===== config.mk =====
export PLATFORM = sky130hd
export DESIGN_NAME = id_stage
export DESIGN_NICKNAME = d
export VERILOG_FILES = /design/src/rtl/riscv_pkg.sv /design/src/rtl/reg_file.sv /design/src/rtl/id_stage.sv
export SDC_FILE = /design/constraint.sdc
export NUM_CORES = 2
export LEC_CHECK = 0
export ABC_AREA = 1
export CAP_MARGIN = 10
export CORE_ASPECT_RATIO = 2
export CORE_MARGIN = 3
export CORE_UTILIZATION = 40
export DETAILED_ROUTE_END_ITERATION = 10
export PLACE_DENSITY = 0.57
export SLEW_MARGIN = 15
export SYNTH_ARGS = -nofsm -noshare
export SYNTH_HDL_FRONTEND = slang
export SYNTH_SLANG_ARGS = --single-unit

===== constraint.sdc =====
create_clock -name clk -period 9.9 [get_ports clk]
set_input_delay 1.485 -clock clk [delete_from_list [all_inputs] [get_ports clk]]
set_output_delay 1.485 -clock clk [all_outputs]
set_load 0.01 [all_outputs]

===== src/rtl/riscv_pkg.sv =====
// Shared RV32I decode definitions: opcodes, ALU/write-back select codes, immediate formats.
// Used by id_stage and reg_file; the RF_WB_BYPASS_EN macro is consumed by those modules.
package riscv_pkg;

    localparam logic [6:0] OPC_LUI    = 7'b0110111;
    localparam logic [6:0] OPC_AUIPC  = 7'b0010111;
    localparam logic [6:0] OPC_JAL    = 7'b1101111;
    localparam logic [6:0] OPC_JALR   = 7'b1100111;
    localparam logic [6:0] OPC_BRANCH = 7'b1100011;
    localparam logic [6:0] OPC_LOAD   = 7'b0000011;
    localparam logic [6:0] OPC_STORE  = 7'b0100011;
    localparam logic [6:0] OPC_OPIMM  = 7'b0010011;
    localparam logic [6:0] OPC_OP     = 7'b0110011;

    localparam logic [1:0] PMA_ALU  = 2'b00;
    localparam logic [1:0] PMA_LOAD = 2'b01;
    localparam logic [1:0] PMA_PC4  = 2'b10;
    localparam logic [1:0] PMA_IMM  = 2'b11;

    localparam logic [31:0] NOP_INSTR = 32'h0000_0013;
    localparam logic [31:0] RESET_PC  = 32'h0000_0000;

    typedef enum logic [3:0] {
        ALU_ADD    = 4'd0,
        ALU_SUB    = 4'd1,
        ALU_SLL    = 4'd2,
        ALU_SLT    = 4'd3,
        ALU_SLTU   = 4'd4,
        ALU_XOR    = 4'd5,
        ALU_SRL    = 4'd6,
        ALU_SRA    = 4'd7,
        ALU_OR     = 4'd8,
        ALU_AND    = 4'd9,
        ALU_ADD_PC = 4'd10
    } alu_ctrl_e;

    typedef enum logic [2:0] {
        IMM_R, IMM_I, IMM_S, IMM_B, IMM_U, IMM_J
    } imm_type_e;

    function automatic logic [31:0] gen_imm(input logic [31:0] i, input imm_type_e t);
        case (t)
            IMM_I:   gen_imm = {{20{i[31]}}, i[31:20]};
            IMM_S:   gen_imm = {{20{i[31]}}, i[31:25], i[11:7]};
            IMM_B:   gen_imm = {{19{i[31]}}, i[31], i[7], i[30:25], i[11:8], 1'b0};
            IMM_U:   gen_imm = {i[31:12], 12'h000};
            IMM_J:   gen_imm = {{11{i[31]}}, i[31], i[19:12], i[20], i[30:21], 1'b0};
            default: gen_imm = 32'h0;
        endcase
    endfunction

    // SUB only exists for register-register ops; bit 30 of an I-type ADDI is immediate data.
    function automatic alu_ctrl_e alu_decode(input logic [2:0] f3, input logic f7b5, input logic is_op);
        case (f3)
            3'b000:  alu_decode = (is_op && f7b5) ? ALU_SUB : ALU_ADD;
            3'b001:  alu_decode = ALU_SLL;
            3'b010:  alu_decode = ALU_SLT;
            3'b011:  alu_decode = ALU_SLTU;
            3'b100:  alu_decode = ALU_XOR;
            3'b101:  alu_decode = f7b5 ? ALU_SRA : ALU_SRL;
            3'b110:  alu_decode = ALU_OR;
            default: alu_decode = ALU_AND;
        endcase
    endfunction

endpackage


===== src/rtl/reg_file.sv =====
// 32x32 register file, two combinational read ports, one write port, x0 hard-wired to zero.
// With RF_WB_BYPASS_EN defined, reads return the same-cycle write data on an address match.
module reg_file
    import riscv_pkg::*;
(
    input  logic        clk,
    input  logic        rst_n,
    input  logic        i_wen,
    input  logic [4:0]  i_waddr,
    input  logic [31:0] i_wdata,
    input  logic [4:0]  i_raddr1,
    input  logic [4:0]  i_raddr2,
    output logic [31:0] o_rdata1,
    output logic [31:0] o_rdata2
);

    logic [31:0] r_regs [31:0];
    logic [31:0] w_rd1;
    logic [31:0] w_rd2;

    genvar gi;
    generate
        for (gi = 0; gi < 32; gi++) begin : g_reg
            always_ff @(posedge clk) begin
                if (!rst_n)
                    r_regs[gi] <= 32'h0;
                else if (i_wen && (i_waddr == 5'(gi)) && (gi != 0))
                    r_regs[gi] <= i_wdata;
            end
        end
    endgenerate

    assign w_rd1 = (i_raddr1 == 5'd0) ? 32'h0 : r_regs[i_raddr1];
    assign w_rd2 = (i_raddr2 == 5'd0) ? 32'h0 : r_regs[i_raddr2];

`ifdef RF_WB_BYPASS_EN
    assign o_rdata1 = (i_wen && (i_waddr == i_raddr1) && (i_raddr1 != 5'd0)) ? i_wdata : w_rd1;
    assign o_rdata2 = (i_wen && (i_waddr == i_raddr2) && (i_raddr2 != 5'd0)) ? i_wdata : w_rd2;
`else
    assign o_rdata1 = w_rd1;
    assign o_rdata2 = w_rd2;
`endif

endmodule


===== src/rtl/id_stage.sv =====
// RV32I decode stage: IF/ID register, decoder, immediate generation, register file, hazard unit.
// RF_WB_BYPASS_EN selects regfile bypass; otherwise a WB/ID register collision costs one stall cycle.
module id_stage
    import riscv_pkg::*;
#(
    parameter logic [31:0] P_NOP_INSTR = NOP_INSTR,
    parameter logic [31:0] P_RESET_PC  = RESET_PC
)(
    input  logic        clk,
    input  logic        rst_n,
    input  logic [31:0] instr_IF,
    input  logic [31:0] PC_IF,
    input  logic        flush_ID,
    input  logic        rd_wen_EX,
    input  logic [4:0]  rd_waddr_EX,
    input  logic [1:0]  PMAItoReg_EX,
    input  logic        rd_wen_WB,
    input  logic [4:0]  rd_waddr_WB,
    input  logic [31:0] rd_wdata_WB,
    output logic        stall_IF,
    output logic [31:0] instr_ID,
    output logic [31:0] PC_ID,
    output logic [31:0] imm_ID,
    output logic [31:0] rs1_rdata_ID,
    output logic [31:0] rs2_rdata_ID,
    output logic [4:0]  rs1_raddr_ID,
    output logic [4:0]  rs2_raddr_ID,
    output logic [4:0]  rd_waddr_ID,
    output logic        ALU_src_ID,
    output logic [3:0]  ALU_ctrl_ID,
    output logic        branch_ID,
    output logic        MemWrite_ID,
    output logic        jal_ID,
    output logic        jalr_ID,
    output logic [1:0]  PMAItoReg_ID,
    output logic        rd_wen_ID
);

    logic [31:0] r_instr;
    logic [31:0] r_pc;
    logic        w_stall;

    always_ff @(posedge clk) begin
        if (!rst_n) begin
            r_instr <= P_NOP_INSTR;
            r_pc    <= P_RESET_PC;
        end else if (flush_ID) begin
            r_instr <= P_NOP_INSTR;
        end else if (!w_stall) begin
            r_instr <= instr_IF;
            r_pc    <= PC_IF;
        end
    end

    logic [6:0] w_opcode;
    logic [4:0] w_rd, w_rs1, w_rs2;
    assign w_opcode = r_instr[6:0];
    assign w_rd     = r_instr[11:7];
    assign w_rs1    = r_instr[19:15];
    assign w_rs2    = r_instr[24:20];

    logic      w_alu_src, w_memw, w_branch, w_jal, w_jalr, w_has_rd;
    logic      w_rs1_used, w_rs2_used;
    logic [1:0] w_pma;
    alu_ctrl_e w_alu_ctrl;
    imm_type_e w_imm_type;

    always_comb begin
        w_alu_src  = 1'b0;
        w_alu_ctrl = ALU_ADD;
        w_pma      = PMA_ALU;
        w_memw     = 1'b0;
        w_branch   = 1'b0;
        w_jal      = 1'b0;
        w_jalr     = 1'b0;
        w_has_rd   = 1'b0;
        w_rs1_used = 1'b0;
        w_rs2_used = 1'b0;
        w_imm_type = IMM_R;
        case (w_opcode)
            OPC_OP: begin
                w_has_rd = 1'b1; w_rs1_used = 1'b1; w_rs2_used = 1'b1;
                w_alu_ctrl = alu_decode(r_instr[14:12], r_instr[30], 1'b1);
            end
            OPC_OPIMM: begin
                w_has_rd = 1'b1; w_rs1_used = 1'b1; w_alu_src = 1'b1; w_imm_type = IMM_I;
                w_alu_ctrl = alu_decode(r_instr[14:12], r_instr[30], 1'b0);
            end
            OPC_LOAD: begin
                w_has_rd = 1'b1; w_rs1_used = 1'b1; w_alu_src = 1'b1; w_imm_type = IMM_I;
                w_pma = PMA_LOAD;
            end
            OPC_STORE: begin
                w_memw = 1'b1; w_rs1_used = 1'b1; w_rs2_used = 1'b1; w_alu_src = 1'b1;
                w_imm_type = IMM_S;
            end
            OPC_BRANCH: begin
                w_branch = 1'b1; w_rs1_used = 1'b1; w_rs2_used = 1'b1; w_imm_type = IMM_B;
                w_alu_ctrl = ALU_SUB;
            end
            OPC_JAL: begin
                w_jal = 1'b1; w_has_rd = 1'b1; w_alu_src = 1'b1; w_imm_type = IMM_J; w_pma = PMA_PC4;
            end
            OPC_JALR: begin
                w_jalr = 1'b1; w_has_rd = 1'b1; w_rs1_used = 1'b1; w_alu_src = 1'b1;
                w_imm_type = IMM_I; w_pma = PMA_PC4;
            end
            OPC_LUI: begin
                w_has_rd = 1'b1; w_alu_src = 1'b1; w_imm_type = IMM_U; w_pma = PMA_IMM;
            end
            OPC_AUIPC: begin
                w_has_rd = 1'b1; w_alu_src = 1'b1; w_imm_type = IMM_U; w_alu_ctrl = ALU_ADD_PC;
            end
            default: ;
        endcase
    end

    // Only an in-flight load is unresolvable by EX forwarding.
    logic w_load_use;
    assign w_load_use = rd_wen_EX && (PMAItoReg_EX == PMA_LOAD) && (rd_waddr_EX != 5'd0)
                      && ((w_rs1_used && (w_rs1 == rd_waddr_EX))
                       || (w_rs2_used && (w_rs2 == rd_waddr_EX)));

`ifdef RF_WB_BYPASS_EN
    assign w_stall = w_load_use;
`else
    logic w_wb_col;
    assign w_wb_col = rd_wen_WB && (rd_waddr_WB != 5'd0)
                    && ((w_rs1_used && (w_rs1 == rd_waddr_WB))
                     || (w_rs2_used && (w_rs2 == rd_waddr_WB)));
    assign w_stall = w_load_use || w_wb_col;
`endif

    reg_file u_reg_file (
        .clk      (clk),
        .rst_n    (rst_n),
        .i_wen    (rd_wen_WB),
        .i_waddr  (rd_waddr_WB),
        .i_wdata  (rd_wdata_WB),
        .i_raddr1 (w_rs1),
        .i_raddr2 (w_rs2),
        .o_rdata1 (rs1_rdata_ID),
        .o_rdata2 (rs2_rdata_ID)
    );

    assign stall_IF     = w_stall;
    assign instr_ID     = r_instr;
    assign PC_ID        = r_pc;
    assign imm_ID       = gen_imm(r_instr, w_imm_type);
    assign rs1_raddr_ID = w_rs1;
    assign rs2_raddr_ID = w_rs2;
    assign rd_waddr_ID  = w_rd;
    assign ALU_src_ID   = w_alu_src;
    assign ALU_ctrl_ID  = w_alu_ctrl;
    assign PMAItoReg_ID = w_pma;
    assign rd_wen_ID    = w_has_rd && (w_rd != 5'd0) && !w_stall;
    assign MemWrite_ID  = w_memw && !w_stall;
    assign branch_ID    = w_branch && !w_stall;
    assign jal_ID       = w_jal && !w_stall;
    assign jalr_ID      = w_jalr && !w_stall;

endmodule


**After elaboration in Yosys (flattened, before gate mapping)**

Memories as Yosys holds them, arrays and structs flattened. A register that Yosys moved wholly into a read port is not among the register bits.
Index checks and enable logic that the tools add are counted.

- Memories kept: 1
- Memory bits (writable): 1024
- Output and inout bits: 188
- Logic and storage cells: 305
- Bits of input ports: 113
- Register bits: 64

Memory list:

| name | depth | width | read ports | clocked after Yosys merged registers in | wr ports | RTL line | source |
|---|---|---|---|---|---|---|---|
| u_reg_file.r_regs | 32 | 32 | 2 | 2 | 32 | reg_file.sv:17 | `logic [31:0] r_regs [31:0];` |

- Multiplexer cells: 147
- Reductions and logical operators: 65
- Eq/ne operators: 56
- Bitwise operators: 34

Operators with widths:

| operator | number |
|---|---|
| $mux 32 | 33 |
| $pmux 32 s5 | 1 |
| $mux 1 | 104 |
| $eq 5x5->1 const B | 16 |
| $pmux 4 s7 | 2 |
| $logic_and 1x1->1 | 46 |
| $eq 5x4->1 const B | 8 |
| $or 1x1->1 | 31 |
| $eq 7x6->1 const B | 3 |
| $eq 7x7->1 const B | 3 |
| $eq 5x3->1 const B | 4 |
| $eq 5x5->1 | 4 |
| $mux 5 | 4 |
| $pmux 4 s4 | 1 |
| $eq 3x3->1 const B | 5 |
| $pmux 3 s5 | 1 |
| $reduce_bool 5->1 | 3 |
| $eq 7x5->1 const B | 2 |
| $reduce_or 7->1 | 2 |
| $eq 3x2->1 const B | 4 |
| $eq 5x2->1 const B | 2 |
| $logic_not 5->1 | 2 |
| $eq 7x2->1 const B | 1 |
| $eq 3x1->1 const B | 2 |
| other kinds (11) | 18 |

**Longest topological paths before layout**

- Depth after elaboration: 9
- Mapped depth: 13
- Mapped depth without buffers: 12

**Cells and area by module**

Synthesis repeated with hierarchy kept, for this count alone.

- Cells, all modules: 8452
- Area, all modules: 61610.3 sq um

By module, submodules not included:

| module | sequential area each (sq um) | times used | cells each | area each (sq um) |
|---|---|---|---|---|
| reg_file | 29788.6 | 1 | 7854 | 57782.9 |
| id_stage | 1281.2 | 1 | 598 | 3827.4 |

**Worst setup path after synthesis**

Ideal clock, no wire load.

- Kind: input port to flip-flop
- From: in rd_wen_WB
- To: mem u_reg_file.r_regs[10][0] (enable)
- Stages on the path: 5
- Library setup time: 0.466 ns
- Data required time: 9.434 ns
- Arrival: 4.453 ns
- Slack: 4.982 ns
- Buffers on the path: 1
- Cells stage by stage: inv_1 nor2_1 buf_2 inv_1 o21ai_0

RTL lines:

| element | RTL line | source |
|---|---|---|
| start: declaration | id_stage.sv:17 | `input logic rd_wen_WB,` |
| end: declaration | reg_file.sv:17 |  |

==> flow_summary.json <==
{
  "status": "finished clean",
  "start_util_pct": 40.4,
  "placed_cells": 8572,
  "synth_seq_cells": 1066,
  "powerDensity_mw_per_mm2": 166,
  "tns_ps": 0,
  "worstSetupPathType": "reg2out",
  "wl_per_cell_microns": 25.5,
  "fillers": 13900,
  "cts.repair.resized": 0,
  "viasPerCell": 5.92,
  "synth_area_per_cell_sq_um": 8.42,
  "cap_violations": 0,
  "finClkSkew_ps": 11.9,
  "final_nets": 6901,
  "drc": 0,
  "synthCells": 6942,
  "cts_hold_buf": 0,
  "cp_top_family": "buffers and inverters",
  "crit_chain": "inv_8 > buf_4 > buf_12 > o211ai_1 > nand3_1 > nand3_1 > nand3_1 > nand2_1 > nor2_1 > clkdlybuf4s50_1",
  "critical_path.slowest_cell": "buf_4",
  "clock_sinks": 1066,
  "fmax_mhz": 147,
  "drive_above_1_share_pct": 5.32,
  "grt.overflow.total": 0,
  "hold_viol": 0,
  "yosys_most_used_dff": "edfxtp_1",
  "min_from": "PC_ID[13]",
  "regArea_sq_mm": 0.0313,
  "cp.required_ps": 8420,
  "syn_nets": 7055,
  "drv_slew": 0,
  "clk_latency_ps": 710,
  "setup_viol": 0,
  "cp-start-kind": "flip-flop",
  "r2r-start": "instr_ID[5]",
  "grt_pass1_vias": 49300,
  "p_leak_nw": 25.9,
  "synth_most_common_cell": "nor2_1",
  "antenna_found_initial": 3,
  "dieArea_sq_mm": 0.151,
  "min_period_ps": 6800,
  "place.gp.congestion": 0.908,
  "die_y_microns": 547,
  "cp.arrival_ps": 5310,
  "cts-htree-levels": 3,
  "hpwl_mm": 127,
  "slowest_delay_ps": 780,
  "grt_pass1_wl_mm": 323,
  "multi_input_area_sq_mm": 0.0218,
  "cp.buffers_inverters": 4,
  "synth-async-reset-ratio_pct": 0,
  "yosysUniqueCellTypes": 36,
  "hold_class": "reg2reg",
  "clk_path_buf_depth": 3,
  "gr-usage-all-layers_pct": 28.5,
  "cp-end-kind": "primary output",
  "drtIter0Drc": 5955,
  "netlist_area_sq_mm": 0.0584,
  "numCtsBuffers": 104,
  "wl_mm": 223,
  "yosys.area.top_type_share_pct": 51.0,
  "reg2reg_slack_ps": 6780,
  "vdd_drop_max_mv": 0.149,
  "maxSlewHeadroom_pct": 13.5,
  "syn_to_final_growth_pct": 12.3,
  "worstMarginPinSlew_ps": 1300,
  "synth_commonest_cells": "1250 x nor2_1, 992 x edfxtp_1, 756 x nand2_1",
  "worst-path-max-fanout": 146,
  "synth-edff-count": 992,
  "rsz0062_at_grt": "false",
  "num_vias": 51900,
  "fp.dieW_microns": 276,
  "yosysSeqAreaShare_pct": 53.5,
  "pin_count": 301,
  "crit_path_frequent_cell": "nand3_1",
  "num_rows": 197,
  "postCtsSetupBuffers": 0,
  "stdcell_count": 8770,
  "fin_crit_sh_pct": 68.6,
  "io_buffers": 300,
  "path_clk_slew_ps": 60,
  "yosys-top-cells-area": "edfxtp_1 51%, nor2_1 8.0%, o211ai_1 6.6%",
  "grt_max_degree": 243,
  "cts_tree": "yes",
  "root_buffer": "clkbuf_16",
  "yosys_warnings": 0,
  "final_antenna_net_count": 0,
  "drt-pass1-iter-count": 6,
  "synth_top_area_cell": "edfxtp_1",
  "core_sq_mm": 0.145
}
cell type report:
class	instances	area share [%]
Clock inverter	68	1.03
Tap cell	1890	3.60
Inverter	708	4.10
Antenna cell	2	0.00763
Sequential cell	1066	47.7
Timing Repair Buffer	413	6.02
Multi-Input combinational cell	4495	33.3
Clock buffer	128	4.27
power breakdown:
group	total [W]	switching [W]	leakage [nW]	internal [W]
logic	0.00141	0.000990	14.1	0.000424
clock network	0.00418	0.00183	1.70	0.00235
registers	0.00529	0.000122	10.1	0.00517
total	0.0109	0.00294	25.9	0.00794
through the flow:
step | cell area (sq um) | utilization (%) | hold slack (ps) | total power (W) | worst slack, ps
after detailed placement | 62100 | 43.0 | 500 | 0.00678 | 3900
after global placement | 62100 | 43.0 | 492 | 0.00676 | 3900
final | 65600 | 45.4 | 511 | 0.0109 | 3100
after floorplan | 58400 | - | 511 | 0.00618 | 4980
after global routing | 65600 | 45.4 | 537 | 0.0112 | 2950
after CTS | 65600 | 45.4 | 515 | 0.0109 | 3130
logic make-up after synthesis:
group / Yosys count / synth area share [%]
buffers and inverters: 1381 / 9.69
AOI/OAI and AO/OA: 1671 / 16.6
and+or+nand+nor: 2811 / 20.0
xor gates and xnor gates: 13 / 0.195
DFF: 1066 / 53.5
final timing paths:
check,end,cells past startpoint
setup / recovery,rs2_rdata_ID[21],10
hold / removal,PC_ID[13],4
setup reg to reg,flip-flop,10
hold reg to reg,PC_ID[13],4
cell usage in the layout, fill, tap and decap left out, types with 7 or more instances in the layout:
cell	n
a21oi_1	503
buf_12	8
buf_4	106
bufinv_16	13
clkbuf_1	19
clkbuf_16	109
clkdlybuf4s50_1	299
clkinv_1	33
clkinv_2	19
dfxtp_1	65
edfxtp_1	992
inv_1	689
inv_2	7
nand2_1	734
nand2_2	23
nand3_1	713
nand3_2	29
nand4_1	36
nor2_1	1249
o2111ai_1	12
o211ai_1	514
o21ai_0	598
o21ai_1	29
o21ai_4	9
xor2_1	10
worst min-delay path, delay by kind of cell, from the launching register on:
| kind | cells | cell delay [ps] |
|---|---|---|
| AND/OR/NAND/NOR | 2 | 70 |
| buffers and inverters | 2 | 90 |
| flip-flops | 1 | 310 |
metal layers:
layer	vias up	global-route usage [%]	wire [microns]
li1	23400	-	-
met1	24700	34.3	81400
met2	3075	48.6	107000
met3	735	4.50	20600
met4	2	15.9	14200
met5	-	0	9
sequential cells by signal, summed over array words and instances, names as in the netlist, named ones only:
signal             cells
PC_ID                 32
u_reg_file.r_regs    992
instr_ID              32
No activity file was read; power rests on OpenSTA's default activity.
